File: config.mk
export PLATFORM = sky130hd
export DESIGN_NAME = uart_rx_param
export DESIGN_NICKNAME = d
export VERILOG_FILES = /design/src/rtl/uart_pkg.sv /design/src/rtl/uart_rx_sampler.sv /design/src/rtl/uart_rx_param.sv
export SDC_FILE = /design/constraint.sdc
export NUM_CORES = 1
export LEC_CHECK = 0
export ABC_AREA = 0
export BUFFER_PORTS_ARGS = -buffer_cell sky130_fd_sc_hd__buf_4
export CORE_MARGIN = 2
export CORE_UTILIZATION = 40
export DETAILED_ROUTE_END_ITERATION = 8
export PLACE_DENSITY = 0.64
export SYNTH_ARGS = -nofsm -noshare
export SYNTH_HDL_FRONTEND = slang
export SYNTH_SLANG_ARGS = --single-unit
File: constraint.sdc
create_clock -name i_Clock -period 1.7 [get_ports i_Clock]
set_input_delay 0.255 -clock i_Clock [delete_from_list [all_inputs] [get_ports i_Clock]]
set_output_delay 0.255 -clock i_Clock [all_outputs]
set_load 0.1 [all_outputs]
File: src/rtl/uart_pkg.sv
// Shared definitions for the parametrised UART receiver: FSM state encoding,
// parity mode values and bit-period counter sizing.
package uart_pkg;

    typedef enum logic [2:0] {
        ST_IDLE     = 3'd0,
        ST_START    = 3'd1,
        ST_DATA     = 3'd2,
        ST_PARITY   = 3'd3,
        ST_STOP     = 3'd4,
        ST_BRK_WAIT = 3'd5
    } rx_state_e;

    localparam logic PARITY_EVEN = 1'b0;
    localparam logic PARITY_ODD  = 1'b1;

    function automatic int cntWidth(input int clksPerBit);
        return (clksPerBit <= 2) ? 1 : $clog2(clksPerBit);
    endfunction

endpackage

File: src/rtl/uart_rx_sampler.sv
// Serial line conditioning: 2-FF synchroniser followed by a majority vote over
// the samples at MID-1, MID and MID+1 of the current bit period.
module uart_rx_sampler
    import uart_pkg::*;
#(
    parameter int CLKS_PER_BIT = 435,
    parameter int CW           = cntWidth(CLKS_PER_BIT)
) (
    input  logic          i_Clock,
    input  logic          i_Reset,
    input  logic          i_Rx_Serial,
    input  logic [CW-1:0] cnt_i,
    input  logic          sample_en_i,
    output logic          line_o,
    output logic          vote_o
);

    localparam int MID = (CLKS_PER_BIT - 1) / 2;
    localparam logic [CW-1:0] POS_EARLY = CW'(MID - 1);
    localparam logic [CW-1:0] POS_MID   = CW'(MID);

    logic       rx_meta_q;
    logic       rx_sync_q;
    logic [1:0] samples_q;
    logic [1:0] samples_d;

    // The sample window holds the MID-1 and MID samples; the live synchronised
    // value supplies the third sample, so the vote is ready during the MID+1 cycle.
    always_comb begin
        samples_d = samples_q;
        if (sample_en_i && ((cnt_i == POS_EARLY) || (cnt_i == POS_MID))) begin
            samples_d = {samples_q[0], rx_sync_q};
        end
    end

    always_ff @(posedge i_Clock) begin
        if (i_Reset) begin
            rx_meta_q <= 1'b1;
            rx_sync_q <= 1'b1;
            samples_q <= 2'b11;
        end else begin
            rx_meta_q <= i_Rx_Serial;
            rx_sync_q <= rx_meta_q;
            samples_q <= samples_d;
        end
    end

    assign line_o = rx_sync_q;
    assign vote_o = (samples_q[1] & samples_q[0]) |
                    (samples_q[1] & rx_sync_q)    |
                    (samples_q[0] & rx_sync_q);

endmodule

File: src/rtl/uart_rx_param.sv
// Parametrised UART receiver with voting, framing/break/overrun detection and a
// ready/valid output register. Define UART_RX_PARITY_EN to add a checked parity bit.
module uart_rx_param
    import uart_pkg::*;
#(
    parameter int CLKS_PER_BIT = 435,
    parameter int DATA_BITS    = 8,
    parameter int STOP_BITS    = 1
) (
    input  logic                 i_Clock,
    input  logic                 i_Reset,
    input  logic                 i_Rx_Serial,
    input  logic                 i_Parity_Odd,
    input  logic                 i_Rx_Ready,
    output logic                 o_Rx_DV,
    output logic [DATA_BITS-1:0] o_Rx_Byte,
    output logic                 o_Frame_Err,
    output logic                 o_Parity_Err,
    output logic                 o_Overrun,
    output logic                 o_Break
);

    localparam int CW  = cntWidth(CLKS_PER_BIT);
    localparam int MID = (CLKS_PER_BIT - 1) / 2;
    localparam logic [CW-1:0] CNT_MAX     = CW'(CLKS_PER_BIT - 1);
    localparam logic [CW-1:0] SAMPLE_LAST = CW'(MID + 1);
    localparam logic [3:0]    LAST_DATA   = 4'(DATA_BITS - 1);
    localparam logic [3:0]    LAST_STOP   = 4'(STOP_BITS - 1);

    rx_state_e            state_q, state_d;
    logic [CW-1:0]        cnt_q, cnt_d;
    logic [3:0]           bit_idx_q, bit_idx_d;
    logic [DATA_BITS-1:0] shift_q, shift_d;
    logic                 stop_err_q, stop_err_d;
    logic                 stop_hi_q, stop_hi_d;
    logic [DATA_BITS-1:0] byte_q, byte_d;
    logic                 dv_q, dv_d;
    logic                 ferr_q, ferr_d;
    logic                 perr_q, perr_d;
    logic                 ovr_q, ovr_d;
    logic                 brk_q, brk_d;

    logic line, vote, at_centre, sample_en;
    logic frame_err, parity_err, par_zero, is_break;

    assign sample_en = (state_q != ST_IDLE) && (state_q != ST_BRK_WAIT);
    assign at_centre = (cnt_q == SAMPLE_LAST);

    uart_rx_sampler #(
        .CLKS_PER_BIT (CLKS_PER_BIT),
        .CW           (CW)
    ) u_sampler (
        .i_Clock     (i_Clock),
        .i_Reset     (i_Reset),
        .i_Rx_Serial (i_Rx_Serial),
        .cnt_i       (cnt_q),
        .sample_en_i (sample_en),
        .line_o      (line),
        .vote_o      (vote)
    );

`ifdef UART_RX_PARITY_EN
    logic par_bit_q, par_bit_d;
    assign parity_err = ((par_bit_q ^ (^shift_q)) != (i_Parity_Odd == PARITY_ODD));
    assign par_zero   = ~par_bit_q;
`else
    logic unused_parity_odd;
    assign unused_parity_odd = i_Parity_Odd;
    assign parity_err = 1'b0;
    assign par_zero   = 1'b1;
`endif

    assign frame_err = stop_err_q | ~vote;
    assign is_break  = (shift_q == '0) && par_zero && !stop_hi_q && !vote;

    always_comb begin
        state_d    = state_q;
        cnt_d      = (cnt_q == CNT_MAX) ? '0 : cnt_q + 1'b1;
        bit_idx_d  = bit_idx_q;
        shift_d    = shift_q;
        stop_err_d = stop_err_q;
        stop_hi_d  = stop_hi_q;
        byte_d     = byte_q;
        dv_d       = dv_q && !i_Rx_Ready;
        ferr_d     = ferr_q;
        perr_d     = perr_q;
        ovr_d      = 1'b0;
        brk_d      = 1'b0;
`ifdef UART_RX_PARITY_EN
        par_bit_d  = par_bit_q;
`endif
        case (state_q)
            ST_IDLE: begin
                cnt_d     = '0;
                bit_idx_d = '0;
                if (!line) state_d = ST_START;
            end
            ST_START: begin
                if (at_centre) begin
                    stop_err_d = 1'b0;
                    stop_hi_d  = 1'b0;
                    state_d    = vote ? ST_IDLE : ST_DATA;
                end
            end
            ST_DATA: begin
                if (at_centre) begin
                    shift_d = {vote, shift_q[DATA_BITS-1:1]};
                    if (bit_idx_q == LAST_DATA) begin
                        bit_idx_d = '0;
`ifdef UART_RX_PARITY_EN
                        state_d   = ST_PARITY;
`else
                        state_d   = ST_STOP;
`endif
                    end else begin
                        bit_idx_d = bit_idx_q + 4'd1;
                    end
                end
            end
`ifdef UART_RX_PARITY_EN
            ST_PARITY: begin
                if (at_centre) begin
                    par_bit_d = vote;
                    state_d   = ST_STOP;
                end
            end
`endif
            ST_STOP: begin
                if (at_centre) begin
                    if (vote) stop_hi_d = 1'b1;
                    else      stop_err_d = 1'b1;
                    if (bit_idx_q == LAST_STOP) begin
                        // Finishing at the stop-bit centre leaves half a bit to spot the next start edge.
                        bit_idx_d = '0;
                        state_d   = ST_IDLE;
                        if (is_break) begin
                            brk_d   = 1'b1;
                            state_d = ST_BRK_WAIT;
                        end else if (!dv_q || i_Rx_Ready) begin
                            byte_d = shift_q;
                            dv_d   = 1'b1;
                            ferr_d = frame_err;
                            perr_d = parity_err;
                        end else begin
                            ovr_d = 1'b1;
                        end
                    end else begin
                        bit_idx_d = bit_idx_q + 4'd1;
                    end
                end
            end
            ST_BRK_WAIT: begin
                cnt_d = '0;
                if (line) state_d = ST_IDLE;
            end
            default: state_d = ST_IDLE;
        endcase
    end

    always_ff @(posedge i_Clock) begin
        if (i_Reset) begin
            state_q    <= ST_IDLE;
            cnt_q      <= '0;
            bit_idx_q  <= '0;
            shift_q    <= '0;
            stop_err_q <= 1'b0;
            stop_hi_q  <= 1'b0;
            byte_q     <= '0;
            dv_q       <= 1'b0;
            ferr_q     <= 1'b0;
            perr_q     <= 1'b0;
            ovr_q      <= 1'b0;
            brk_q      <= 1'b0;
`ifdef UART_RX_PARITY_EN
            par_bit_q  <= 1'b0;
`endif
        end else begin
            state_q    <= state_d;
            cnt_q      <= cnt_d;
            bit_idx_q  <= bit_idx_d;
            shift_q    <= shift_d;
            stop_err_q <= stop_err_d;
            stop_hi_q  <= stop_hi_d;
            byte_q     <= byte_d;
            dv_q       <= dv_d;
            ferr_q     <= ferr_d;
            perr_q     <= perr_d;
            ovr_q      <= ovr_d;
            brk_q      <= brk_d;
`ifdef UART_RX_PARITY_EN
            par_bit_q  <= par_bit_d;
`endif
        end
    end

    assign o_Rx_DV      = dv_q;
    assign o_Rx_Byte    = byte_q;
    assign o_Frame_Err  = ferr_q;
    assign o_Parity_Err = perr_q;
    assign o_Overrun    = ovr_q;
    assign o_Break      = brk_q;

endmodule
==> impl_metrics.py <==
metrics = {
    "timing": {
        "period_share_pct": 101.7,
        "final.setup.tns_ns": -0.06427,
        "fin_worst_skew_ns": 0.01377,
        "whs_ns": 0.1341,
        "min_period_ns": 1.729,
        "drv_slew": 0,
        "hold_violations": 0,
        "fin_ws_ns": -0.02905,
        "fmax_ghz": 0.5784,
        "setup_viol": 4,
        "rsz0062_at_grt": "true",
    },
    "power_and_ir_drop": {
        "power.leakage_nw": 1.132,
        "max-vdd-ir-drop_uv": 538.4,
        "power.density_nw_per_um2": 752.4,
        "p_total_mw": 2.156,
    },
    "synth": {
        "synthesis.area_um2": 2091,
        "synth_edf_count": 0,
        "yosysTopAreaCell": "dfxtp_1",
        "synth_top_area_share_pct": 40.22,
        "yosysWarnings": 0,
        "synth_common_cells": "dfxtp_1 (42), nor2_1 (27), a21oi_1 (13)",
        "yosysMostFrequentCell": "dfxtp_1",
        "synth_area_leaders": "dfxtp_1 (40%), nor2_1 (4.8%), mux2i_1 (3.8%), ha_1 (3.6%), o31ai_1 (3.6%)",
        "postSynth.asyncResetShare_pct": 0,
        "syn-instance-count": 228,
        "syn_nets": 239,
        "synth-seq-cells": 42,
        "syn_area_per_cell_um2": 9.170,
        "synth_ff_type": "dfxtp_1",
        "seq_area_frac_synth_pct": 40.22,
        "yosysUniqueCellTypes": 55,
    },
    "cts": {
        "hold_buffers": 0,
        "cts_root_buf": "clkbuf_8",
        "clock_latency_ns": 0.31,
        "cts_tree": "built",
        "path_clk_slew_ns": 0.09,
        "cts-buffers-inserted": 5,
        "cts_max_path_buffers": 2,
        "htree_levels": 2,
        "clock-sinks": 42,
    },
    "final_layout": {
        "fillers": 476,
        "instances_no_fill": 354,
        "antenna_cells": 0,
        "drive_gt1_share_pct": 41.55,
        "nets": 294,
        "area_delta_synth_final_pct": 37.04,
        "utilization_pct": 56.46,
    },
    "place": {
        "place_inst": 338,
        "portBuffers": 15,
        "gp_congestion": 0.8239,
        "hpwl_um": 3200,
    },
    "worst_setup_path": {
        "worstSetupStartpointType": "flip-flop",
        "crit_path_end_kind": "flip-flop",
        "critPathBufInv": 0,
        "crit_slowest_cell": "or4_4",
        "cpPeakStageDelay_ns": 0.57,
        "crit_arrival_ns": 1.92,
        "critical_path.top_delay_family": "simple AND/OR/NAND/NOR gates",
        "crit_chain": "or4_4, or4_4, a31oi_4, nor3_1",
        "cp.required_ns": 1.89,
        "crit_fanout": 5,
        "cp_common_cell": "or4_4",
        "critical_path_class": "flip-flop to flip-flop",
    },
    "run": {
        "cap_violations": 0,
    },
    "routing": {
        "drtPass1Iterations": 4,
        "drc": 0,
        "avgViaCountPerCell": 5.130,
        "wire_per_inst_um": 13.10,
        "dr.first_iter.drc_count": 34,
        "vias": 1816,
        "postRouteAntennaNets": 0,
        "wirelength_um": 4639,
    },
    "grt": {
        "antenna_found_initial": 0,
        "grt_max_degree": 38,
        "grt_pass1_wl_um": 7596,
        "grt_pass1_vias": 1753,
        "grt.overflow.total": 0,
        "track_usage_pct": 15.94,
    },
    "floorplanning": {
        "initial_utilization_pct": 41.20,
        "coreArea_um2": 5075,
        "dieArea_um2": 5821,
        "die_height_um": 76.30,
        "rows": 26,
        "die_w_um": 76.30,
        "ioPinCount": 18,
    },
    "outcome": {
        "status": "finished with violations",
        "violations": "setup timing",
    },
    "worst_hold_path": {
        "hold_class": "input port to flip-flop",
    },
}
==> final cells by class <==
cell class	instances	area [um2]	area share, %
inverters	9	33.78	1.179
well taps	70	87.58	3.057
repair buffers	62	493.0	17.21
clock buffers	5	68.82	2.402
multi-input cells	163	1306	45.59
flip-flops and latches	42	850.8	29.69
clock inverters	3	25.02	0.8734
==> final timing paths <==
check / startpoint / to / slack [ns] / cells after the start
worst min register to register: u_sampler.rx_meta_q$_SDFF_PP1_ / u_sampler.line_o$_SDFF_PP1_ / 0.41 / 1
worst max register to register: stop_hi_q$_SDFFE_PP0P_ / o_Frame_Err$_SDFFE_PP0P_ / -0.03 / 4
worst min-delay path: i_Rx_Serial / u_sampler.rx_meta_q$_SDFF_PP1_ / 0.13 / 2
worst max-delay path: stop_hi_q$_SDFFE_PP0P_ / o_Frame_Err$_SDFFE_PP0P_ / -0.03 / 4
==> power by group <==
part / total (mW) / leakage (nW) / switching, mW / internal [mW]
combinational: 0.431 / 0.744 / 0.217 / 0.215
sequential: 1.05 / 0.343 / 0.0388 / 1.01
clock: 0.671 / 0.0447 / 0.375 / 0.296
==> cell usage in the layout (no fill, tap or decap), drive strengths merged, types with 2 or more instances in the layout <==
master	n
nor2	27
nor3b	3
a211oi	3
nor4	4
or3	4
or3b	2
nor4b	2
a211o	2
clkbuf	5
o21ai	3
xor2	3
nor3	4
nor2b	2
nand2	6
xnor2	6
ha	6
inv	10
a21o	3
buf	62
nand3b	4
nand4	8
o31ai	10
a21oi	13
dfxtp	42
nand3	9
nand2b	2
or2	5
or4	5
mux2i	8
==> stage by stage <==
step,setup WS (ns),cell area (um2)
3_3_place_gp,-0.02571,2535
5_1_grt,-0.09151,2865
2_1_floorplan,-0.03004,2097
3_5_place_dp,-0.04955,2535
6_report,-0.02905,2865
4_1_cts,-0.03303,2643
==> cells by family (layout without fill, tap and decap cells) <==
| kind of cell | after synthesis | in the layout | synth area share (%) |
|---|---|---|---|
| buffers and inverters | 24 | 79 | 5.206 |
| and+or+nand+nor | 93 | 94 | 26.93 |
| DFF | 42 | 42 | 40.22 |
| muxes | 8 | 8 | 3.830 |
| AOI/OAI and AO/OA | 44 | 44 | 15.74 |
| xor gates and xnor gates | 9 | 9 | 3.770 |
| adders and majority gates | 7 | 7 | 4.129 |
| other | 1 | 1 | 0.1794 |
==> state kept, by name, summed over array words and instances, names as in the netlist, 2 cells and up <==
register,count
shift_q,8
o_Rx_Byte,8
u_sampler.samples_q,2
state_q,3
cnt_q,9
bit_idx_q,4
==> per-layer routing <==
layer | part of all wire (%) | GRT usage (%)
met2 | 50 | 27.70
met4 | 1.2 | 6.182
met1 | 46 | 18.68
met5 | 0 | 0
met3 | 2.7 | 4.265
==> timing repair <==
action,in CTS,in global routing
gates cloned,1,0
gates resized for setup,3,40
pin swaps,2,13
setup buffers,0,7
endpoints found under the setup margin,9,25
(Power assumes the default switching activity.)
